<file path="config.mk">
export PLATFORM = sky130hd
export DESIGN_NAME = ysyx_24100006_ifu_fetch
export DESIGN_NICKNAME = d
export VERILOG_FILES = /design/src/rtl/ysyx_24100006_ifu_fetch.sv
export SDC_FILE = /design/constraint.sdc
export NUM_CORES = 1
export LEC_CHECK = 0
export ABC_AREA = 0
export BUFFER_PORTS_ARGS = -buffer_cell sky130_fd_sc_hd__buf_2
export CORE_ASPECT_RATIO = 1.75
export CORE_UTILIZATION = 49
export CTS_CLUSTER_DIAMETER = 30
export DETAILED_ROUTE_END_ITERATION = 10
export GPL_TIMING_DRIVEN = 0
export MAX_ROUTING_LAYER = met4
export PLACE_DENSITY = 0.95
export SLEW_MARGIN = 20
export SYNTH_ARGS = -nofsm -noshare
export SYNTH_HDL_FRONTEND = slang
export SYNTH_SLANG_ARGS = --single-unit
</file>
<file path="constraint.sdc">
create_clock -name clk -period 7.9 [get_ports clk]
set_clock_uncertainty 0.2 [all_clocks]
set_input_delay 1.58 -clock clk [delete_from_list [all_inputs] [get_ports clk]]
set_output_delay 1.58 -clock clk [all_outputs]
set_load 0.03 [all_outputs]
</file>
<file path="src/rtl/ysyx_24100006_ifu_fetch.sv">
// Instruction-fetch stage: owns the fetch PC, keeps one instruction-memory read in flight,
// and hands {inst, pc, pc+4} to IF_ID over a valid/ready handshake, squashing stale responses.
module ysyx_24100006_ifu_fetch #(
    parameter logic [31:0] RESET_PC = 32'h3000_0000
) (
    input  logic        clk,
    input  logic        reset,
    input  logic        redirect_valid,
    input  logic [31:0] redirect_pc,
    output logic        mem_req_valid,
    input  logic        mem_req_ready,
    output logic [31:0] mem_req_addr,
    input  logic        mem_resp_valid,
    input  logic [31:0] mem_resp_data,
    output logic        out_valid,
    input  logic        out_ready,
    output logic [31:0] out_inst,
    output logic [31:0] out_pc,
    output logic [31:0] out_pc_add_4
);

    localparam logic [31:0] NOP_INST = 32'h0000_0013;

    typedef enum logic [1:0] {
        S_IDLE,
        S_REQ,
        S_WAIT,
        S_HOLD
    } state_e;

    state_e      state_q, state_d;
    logic [31:0] pc_q, pc_d;
    logic [31:0] inst_q, inst_d;
    logic        drop_q, drop_d;

    logic [31:0] redirect_pc_aligned;
    assign redirect_pc_aligned = redirect_pc & 32'hFFFF_FFFC;

    always_ff @(posedge clk) begin
        if (!reset) begin
            state_q <= S_IDLE;
            pc_q    <= RESET_PC;
            inst_q  <= NOP_INST;
            drop_q  <= 1'b0;
        end else begin
            // NOTE: non-blocking assignments so every register samples the pre-edge values.
            state_q <= state_d;
            pc_q    <= pc_d;
            inst_q  <= inst_d;
            drop_q  <= drop_d;
        end
    end

    always_comb begin
        // NOTE: every output of this block gets a default first, so no path can infer a latch.
        state_d = state_q;
        pc_d    = pc_q;
        inst_d  = inst_q;
        drop_d  = drop_q;

        if (redirect_valid) begin
            // A redirect wins over everything; an in-flight request must have its response squashed.
            pc_d = redirect_pc_aligned;
            unique case (state_q)
                S_IDLE, S_HOLD: state_d = S_REQ;
                S_REQ: begin
                    if (mem_req_ready) begin
                        state_d = S_WAIT;
                        drop_d  = 1'b1;
                    end
                end
                S_WAIT: begin
                    if (mem_resp_valid) begin
                        state_d = S_REQ;
                        drop_d  = 1'b0;
                    end else begin
                        drop_d  = 1'b1;
                    end
                end
                default: state_d = S_IDLE;
            endcase
        end else begin
            unique case (state_q)
                S_IDLE: state_d = S_REQ;
                S_REQ: begin
                    if (mem_req_ready) state_d = S_WAIT;
                end
                S_WAIT: begin
                    if (mem_resp_valid) begin
                        if (drop_q) begin
                            drop_d  = 1'b0;
                            state_d = S_REQ;
                        end else begin
                            inst_d  = mem_resp_data;
                            state_d = S_HOLD;
                        end
                    end
                end
                S_HOLD: begin
                    if (out_ready) begin
                        pc_d    = pc_q + 32'd4;
                        state_d = S_REQ;
                    end
                end
                default: state_d = S_IDLE;
            endcase
        end
    end

    // Handshake outputs decode registered state only.
    assign mem_req_valid = (state_q == S_REQ);
    assign out_valid     = (state_q == S_HOLD);
    assign mem_req_addr  = pc_q;
    assign out_inst      = inst_q;
    assign out_pc        = pc_q;
    assign out_pc_add_4  = pc_q + 32'd4;

endmodule

</file>
# Word level (Yosys, flattened, before mapping)
# Cells that the tools add are included.
totals:
  ff_bits: 67
  in_bits: 70
  out_inout_bits: 130
  word_cells: 45
classes:
  eq_ne: 6
  n_reduce_logical: 13
  add_sub_neg: 1
  mux: 17
  n_bitwise: 3
op_table:
  columns: ["cell", "n"]
  rows:
  - ["$mux W32", 3]
  - ["$add A32 B3 Y32 const B", 1]
  - ["$mux W2", 6]
  - ["$reduce_bool A2 Y1", 5]
  - ["$pmux W2 S4", 1]
  - ["$reduce_and A4 Y1", 2]
  - ["$ne A3 B2 Y1 const B", 2]
  - ["$pmux W2 S3", 1]
  - ["$reduce_and A2 Y1", 3]
  - ["$mux W1", 5]
  - ["$eq A2 B2 Y1 const B", 2]
  - ["$reduce_or A2 Y1", 2]
  - ["$not A1 Y1", 3]
  - ["$eq A2 B1 Y1 const B", 1]
  - ["$logic_not A2 Y1", 1]
  - ["$ne A2 B2 Y1 const B", 1]
  - ["$pmux W1 S2", 1]

# Longest topological paths before layout
# Gate-level depths: netlist (run 1).
depth:
  word_depth: 4
  ltp_mapped: 8
  depth_no_buf: 7

# Least setup slack after synthesis (run 1)
# OpenSTA, ideal clock, no wires.
synth_timing:
  path_kind: "reg-to-output"
  from: "reg pc_q[15], in the netlist mem_req_addr[15]"
  to: "out out_pc_add_4[29]"
  path_stages_with_launch: 8
  slack_ns: 3.660
  required_time_ns: 6.120
  n_path_buf: 2
  arrival_ns: 2.460
  path_cell_list: "dfxtp_1 buf_6 nand3_1 or4_4 buf_6 or3_4 nor2_2 xor2_1"
synth_between:
  elab_chain_len: 1
synth_lines:
  columns: ["item", "line", "rtl"]
  rows:
  - ["start: declaration", "32", "logic [31:0] pc_q, pc_d;"]
  - ["start signal: assignment", "48", "pc_q <= pc_d;"]
  - ["$add A32 B3 Y32", "116", "assign out_pc_add_4 = pc_q + 32'd4;"]
  - ["end: declaration", "19", "output logic [31:0] out_pc_add_4"]
# Every way passes these cells.

# Worst setup path after layout (run 1)
layout_timing:
  from: "reg pc_q[14], in the netlist mem_req_addr[14]"
  to: "out out_pc_add_4[29]"
# The elaborated chain is that of the path after synthesis.

==> results.md, run 1 <==
* PD cells at 194 mW/mm^2
* Switching Share at 29.9%
* Fin. Hold Viols at 0
* Ports at 200
* H-tree depth at 3
* TritonRoute pass-1 iters at 7
* CTS tree: done
* HPWL after DPL at 9.49 mm
* Clock Power Share at 43.2%
* Share of cells above drive strength 1 at 38.6%
* Unique masters post-synth at 55
* Most frequent cells in the layout: 192 x buf_2, 89 x nand2_1, 65 x dfxtp_1
* Placement-stage cell area at 0.00484 sq mm
* Worst slew pin tran at 0.714 ns
* Relative slew slack at 52.0%
* Vias/cell at 5.39
* CP Max Fanout at 7
* First-pass GRT wire length at 18.5 mm
* Slowest cell on crit path: or4_4
* Synthesis Warnings at 0
* Clk slew on worst S/H paths at 0.05 ns
* Crit path largest cell delay at 0.53 ns
* Combinational cell fraction of total power at 20.5%
* Die span in x at 68.3 um
* Pin count of the biggest net entering global routing at 12
* PortBufs at 189
* Reg-to-reg critical path startpoint: mem_req_addr[2]$_SDFFE_PN0P_
* # rows at 42
* Pwr Total at 999 uW
* Highest Clock Rate at 0.226 GHz
* Worst path required time at 6.12 ns
* Int Power at 700 uW
* Setup total negative slack at 0 ns
* EDFF count, synth at 0
* Placer Congestion at 0.910
* VDD IR max at 0.171 mV
* Mapped Cells at 480
* Crit path DAT at 2.64 ns
* Outcome: finished clean
* Post-route DRC at 0
* All-Layer GR Usage at 31.2%
* Antenna-violating nets left at 0
* Avg Cell Area, Syn at 7.85 sq um
* Netlist Area Pre-Place at 0.00377 sq mm
* Area Growth Syn to Fin at 37.1%
* CP Class: reg -> out
* Antenna violations before repair at 0
* ANT cells at 0
* Avg WL per Cell at 15.4 um
* Final min period at 4.42 ns
* Post-CTS Setup Bufs at 0
* First DRT Iteration DRCs at 245
* Hold Slack at 0.251 ns
* Register share of total power at 36.3%
* Num CTS Buffers at 9
* Pre-CTS setup slack at 3.87 ns
* Final core utilization at 68.7%
* CP Cell Sequence: nand3_1 -> or4_4 -> buf_6 -> or3_4 -> nor2_2 -> xor2_1 -> buf_2
* Clock sinks at 65
* Switching pwr at 299 uW
* Placed cells at 762
* CTS Buffer Depth at 2
* Hold-fix buffers, CTS at 0
* Crit end category: primary output
* Worst setup SP type: flip-flop
* Core Area at 0.00751 sq mm
* Die height at 118 um
* # nets final at 759
* Final setup viols at 0
* Vias in the first global route at 4,124
* Setup crit start: mem_req_addr[14]$_SDFFE_PN0P_
* Root buf cell: clkbuf_16
* Post-Route WL at 12.0 mm
* Vias at 4,197
* Fraction of registers with async set/reset at 0%
* Full die area at 0.00805 sq mm
* Sequential area share after synthesis at 34.6%
* Min-delay src: out_inst[30]$_SDFFE_PN0P_
* Finished Layout Cells at 778
* Synth Flop Type: dfxtp_1
* Period utilization at 55.9%
* Post-CTS sizing at 0
* Max-Cap Viols at 0
* Hold Crit Class: reg -> reg
* Gr ovfl total at 0
* RSZ-0062 raised after global routing: no
* Static leakage at 2.46 nW
* Initial Util at 50.1%
* Synthesized flop and latch total at 65
* Clk_lat worst skew at 0.33 ns
* Commonest non-fill, non-tap cell in the layout: buf_2
* Final instance area at 0.00516 sq mm
* Final setup margin at 3.48 ns
* Final slew viol count at 0
[worst paths after layout]
kind                                         to  slack [ns]  cells after the start
setup / recovery               out_pc_add_4[29]        3.48                      7
hold / removal        out_inst[30]$_SDFFE_PN0P_        0.25                      2
hold reg to reg       out_inst[30]$_SDFFE_PN0P_        0.25                      2
setup reg to reg  mem_req_addr[28]$_SDFFE_PN1P_        5.36                      6
[per-layer routing]
metal / vias up / track usage, % / share of wire (%)
met1: 1926 / 31.4 / 35
li1: 2003 / - / -
met4: 0 / 17.1 / 3.6
met5: - / - / 0
met3: 42 / 5.72 / 6.9
met2: 226 / 53.8 / 54
[flip-flops by register name, summed over array words and instances, names as in the netlist]
register,flops
state_q,2
out_inst,32
drop_q,1
mem_req_addr,30
[synthesized netlist by cell type, drive strengths merged (2+ instances only)]
cell type   n  area, sq um
nor4        4         55.1
a32o        3         30.0
nor2b       3         18.8
o21ai      24          120
and2        2         12.5
buf        46          353
or4         6         48.8
nand2      90          340
o311ai      2         17.5
nor2       29          111
ha          4         50.1
xor2       19          174
clkbuf     22         83.8
and3        4         25.0
xnor2      26          235
a21oi      49          245
or3         2         17.5
o31ai       4         30.0
mux2i       4         40.0
nand4      11         75.1
a31oi       5         31.3
o311a       2         20.0
and4        3         27.5
nand3      21          105
nor3        8         45.0
dfxtp      65         1300
inv         8         30.0
[cells by family after synthesis]
group           after synthesis  share of synthesized area (%)
flops                        65                           34.6
other cells                   1                         0.0996
xor+xnor                     45                           10.9
buf+inv                      78                           13.0
mux                           5                           1.36
compound gates               94                           14.2
fa+ha+maj                     4                           1.33
simple gates                188                           24.6
[power groups by stage]
stage | Sequential (mW) | Combinational (mW) | Clock, mW
finish | 0.363 | 0.205 | 0.432
detailed placement | 0.369 | 0.204 | 0
global route | 0.365 | 0.219 | 0.448
CTS | 0.362 | 0.204 | 0.435
floorplan | 0.388 | 0.119 | 0
global placement | 0.368 | 0.199 | 0
[worst max-delay path, delay by kind of cell (launching register included)]
family	cells	cell delay, ns
XOR/XNOR	1	0.16
AND/OR/NAND/NOR	4	1.25
flip-flops	1	0.51
buffers and inverters	2	0.38
[area by class of cell]
class | count | area [sq um]
plain buffers | 69 | 455
clock buffers | 11 | 243
clock inverters | 5 | 78.8
fillers | 617 | 2350
inverters | 9 | 33.8
multi-input cells | 342 | 1990
flip-flops and latches | 65 | 1300
well taps | 88 | 110
repair buffers | 189 | 946
Note: power is estimated with default switching activity, not from simulation.
==> run 2, diff against run 1 <==
--- a/config.mk
+++ b/config.mk
@@ -5,15 +5,15 @@
 export SDC_FILE = /design/constraint.sdc
 export NUM_CORES = 1
 export LEC_CHECK = 0
-export ABC_AREA = 0
+export ABC_AREA = 1
 export BUFFER_PORTS_ARGS = -buffer_cell sky130_fd_sc_hd__buf_2
 export CORE_ASPECT_RATIO = 1.75
-export CORE_UTILIZATION = 49
+export CORE_UTILIZATION = 41
 export CTS_CLUSTER_DIAMETER = 30
 export DETAILED_ROUTE_END_ITERATION = 10
 export GPL_TIMING_DRIVEN = 0
 export MAX_ROUTING_LAYER = met4
-export PLACE_DENSITY = 0.95
+export PLACE_DENSITY = 0.89
 export SLEW_MARGIN = 20
 export SYNTH_ARGS = -nofsm -noshare
 export SYNTH_HDL_FRONTEND = slang
==> constraint.sdc (replaced) <==
create_clock -name clk -period 3.97 [get_ports clk]
set_clock_uncertainty 0.2 [all_clocks]
set_input_delay 0.794 -clock clk [delete_from_list [all_inputs] [get_ports clk]]
set_output_delay 0.794 -clock clk [all_outputs]
set_load 0.03 [all_outputs]
==> run 2 against run 1 <==
Flip-flop and latch count did not move. Power rose by 92%. Combinational power rose by 83%. First-iteration DRC count fell by 22%. Worst hold slack barely moved. Sequential power rose by 98%. Synthesized cell count rose by 21%. Clock-buffer cell count rose by 1. Core utilization fell by 11 points. Die area rose by 21%. Critical endpoint is now out_pc_add_4[28]. Highest routed layer unchanged.
==> results.md, run 2 <==
* H-tree depth at 3 (unchanged)
* Full die area at 0.00978 sq mm (+21%)
* GRT met1 Usage at 24.1% (-7.2 points)
* Netlist Area Pre-Place at 0.00384 sq mm (+2.0%)
* PortBufs at 190 (+0.53%)
* CTS tree: done
* Gr ovfl total at 0 (unchanged)
* Vias/cell at 4.82 (-11%)
* Ports at 200 (unchanged)
* Die height at 130 um (+10%)
* Worst path required time at 2.98 ns (-3.14 ns)
* Buffers & Inverters on Critical Path at 1 (-1)
* Most frequent cells in the layout: 200 x buf_2, 148 x nand2_1, 99 x nor2_1
* GR Layer Usage met2 at 45.9% (-7.9 points)
* Outcome: finished clean
* Final slew viol count at 0 (unchanged)
* Int Power at 1.35 mW (+92%)
* Clock sinks at 65 (unchanged)
* First-pass GRT wire length at 18.5 mm (+0.30%)
* Synthesized flop and latch total at 65 (unchanged)
* Most frequent cell on the critical path: nand2_1
* Period utilization at 78.0%
* EDFF count, synth at 0 (unchanged)
* Worst setup SP type: flip-flop
* Final setup viols at 0 (unchanged)
* Final setup margin at 0.874 ns (-2.61 ns)
* Sequential area share after synthesis at 33.9% (-0.68 points)
* Max-Cap Viols at 0 (unchanged)
* Clk slew on worst S/H paths at 0.06 ns (about the same)
* All-Layer GR Usage at 25.7% (-5.5 points)
* Worst slew pin tran at 0.603 ns (-0.111 ns)
* Final core utilization at 58.0% (-11 points)
* Met3 usage at 5.71% (about the same)
* Ranking of synthesized cells by area: dfxtp_1 34%, nand2_1 14%, nor2_1 9.7%
* First DRT Iteration DRCs at 192 (-22%)
* Pin count of the biggest net entering global routing at 12 (unchanged)
* # rows at 46 (+9.5%)
* # nets final at 859 (+13%)
* Most common cell in the netlist: nand2_1
* Commonest non-fill, non-tap cell in the layout: buf_2
* Antenna violations before repair at 0 (unchanged)
* Unique masters post-synth at 33 (-40%)
* Top post-synthesis cells by count: 148 x nand2_1, 99 x nor2_1, 65 x dfxtp_1
* Avg WL per Cell at 13.2 um (-14%)
* Register share of total power at 37.4% (+1.1 points)
* Post-CTS Setup Bufs at 0 (unchanged)
* Combinational cell fraction of total power at 19.5% (-1.0 points)
* Avg Cell Area, Syn at 6.63 sq um (-15%)
* Setup total negative slack at 0 ns (unchanged)
* PD cells at 363 mW/mm^2 (+88%)
* ANT cells at 0 (unchanged)
* Post-CTS sizing at 0 (unchanged)
* Crit end category: primary output
* Num CTS Buffers at 9 (unchanged)
* Final instance area at 0.00528 sq mm (+2.2%)
* Area Growth Syn to Fin at 37.4%
* Die span in x at 75.2 um (+10%)
* CTS Buffer Depth at 2 (unchanged)
* Placer Congestion at 0.949 (+4.3%)
* HPWL after DPL at 9.55 mm (+0.66%)
* Clock Power Share at 43.1% (about the same)
* CP Max Fanout at 5 (-2)
* Hold Crit Class: reg -> reg
* Final min period at 3.10 ns
* Fillers at 891 (+44%)
* Static leakage at 2.84 nW (+16%)
* Post-Route WL at 12.0 mm (+0.36%)
* Vias at 4,385 (+4.5%)
* Crit path largest cell delay at 0.42 ns (-0.11 ns)
* Highest Clock Rate at 0.323 GHz
* GRT Max-Usage Layer: met2
* Switching pwr at 573 uW (+92%)
* Switching Share at 29.9% (-0.041 points)
* Root buf cell: clkbuf_16
* CP top delay family: simple AND/OR/NAND/NOR gates
* VDD IR max at 0.285 mV (+66%)
* Clk_lat worst skew at 0.33 ns (about the same)
* RSZ-0062 raised after global routing: no
* Slowest cell on crit path: dfxtp_1
* Placement-stage cell area at 0.00496 sq mm (+2.5%)
* CP Cell Sequence: ha_1 -> nand2_1 -> nor2_1 -> nand2_4 -> nor2_8 -> nand2_2 -> nor2_2 -> nand2_1 -> nand2_1 -> buf_2
* Share of cells above drive strength 1 at 35.9% (-2.6 points)
* Post-route DRC at 0 (unchanged)
* Vias in the first global route at 4,116 (-0.19%)
* Crit path DAT at 2.10 ns (-0.54 ns)
* Cell taking the most area after synthesis: dfxtp_1
* Antenna-violating nets left at 0 (unchanged)
* Relative slew slack at 59.8% (+7.8 points)
* CP Class: reg -> out
* Pre-CTS setup slack at 1.25 ns (-2.62 ns)
* Core Area at 0.00909 sq mm (+21%)
* Max FFs per register at 32 (unchanged)
* Fin. Hold Viols at 0 (unchanged)
* Synth Flop Type: dfxtp_1
* Initial Util at 42.2% (-7.9 points)
* TritonRoute pass-1 iters at 4 (-3)
* Synthesis Warnings at 0 (unchanged)
* Hold-fix buffers, CTS at 0 (unchanged)
* R2r setup slk at 1.86 ns (-3.50 ns)
* Mapped Cells at 579 (+21%)
* Fraction of registers with async set/reset at 0% (unchanged)
* Post-synth top area share at 33.9% (-0.68 points)
[run 2: layout make-up]
| class | instances | area [sq um] | area share (%) |
|---|---|---|---|
| sequential | 65 | 1300 | 24.7 |
| inverter | 54 | 203 | 3.84 |
| timing repair buffer | 190 | 951 | 18.0 |
| multi-input combinational | 408 | 1990 | 37.7 |
| buffer | 57 | 365 | 6.92 |
| clock buffer | 12 | 267 | 5.05 |
| clock inverter | 4 | 50.0 | 0.948 |
| tap | 120 | 150 | 2.84 |
[run 2: final timing paths]
kind                                startpoint                             to  cells after the start
setup / recovery  mem_req_addr[2]$_SDFFE_PN0P_               out_pc_add_4[28]                     10
hold reg to reg       out_inst[0]$_SDFFE_PN1P_       out_inst[0]$_SDFFE_PN1P_                      2
setup reg to reg       state_q[1]$_SDFFE_PN0P_  mem_req_addr[20]$_SDFFE_PN0P_                      7
hold / removal        out_inst[0]$_SDFFE_PN1P_       out_inst[0]$_SDFFE_PN1P_                      2
[run 2: worst reg2reg max path, cell delays in order, from the launching register on]
cell	delay, ns
dfxtp_1	0.37
ha_1	0.22
nand2_1	0.11
nand2_1	0.29
clkbuf_1	0.44
o21ai_0	0.17
a21oi_1	0.14
nor2_1	0.05
[run 2: cell families after synthesis]
kind of cell / synth area share (%)
xor+xnor: 4.17
compound gates: 12.9
fa+ha+maj: 1.30
flops: 33.9
simple gates: 32.8
other cells: 0.0976
buf+inv: 14.8
[run 2: metrics by stage]
stage                     std cells  hold slack, ns  total power, mW
after floorplan                 584           0.302            0.980
after global placement          894           0.238             1.10
after detailed placement        894           0.246             1.10
after CTS                       910           0.255             1.93
after global routing            910           0.293             1.99
final                           910           0.251             1.92
[run 2: metal layers]
metal	routed length, um	share of wire, %
met5	0	0
met4	580	4.8
met3	866	7.2
met2	6400	53
met1	4180	35
[run 2: power by group through the flow]
| stage | sequential [mW] | combinational [mW] | clock, mW |
|---|---|---|---|
| finish | 0.717 | 0.375 | 0.826 |
| global route | 0.721 | 0.409 | 0.863 |
| CTS | 0.717 | 0.376 | 0.834 |
| detailed placement | 0.731 | 0.374 | 0 |
| global placement | 0.730 | 0.369 | 0 |
| floorplan | 0.766 | 0.214 | 0 |
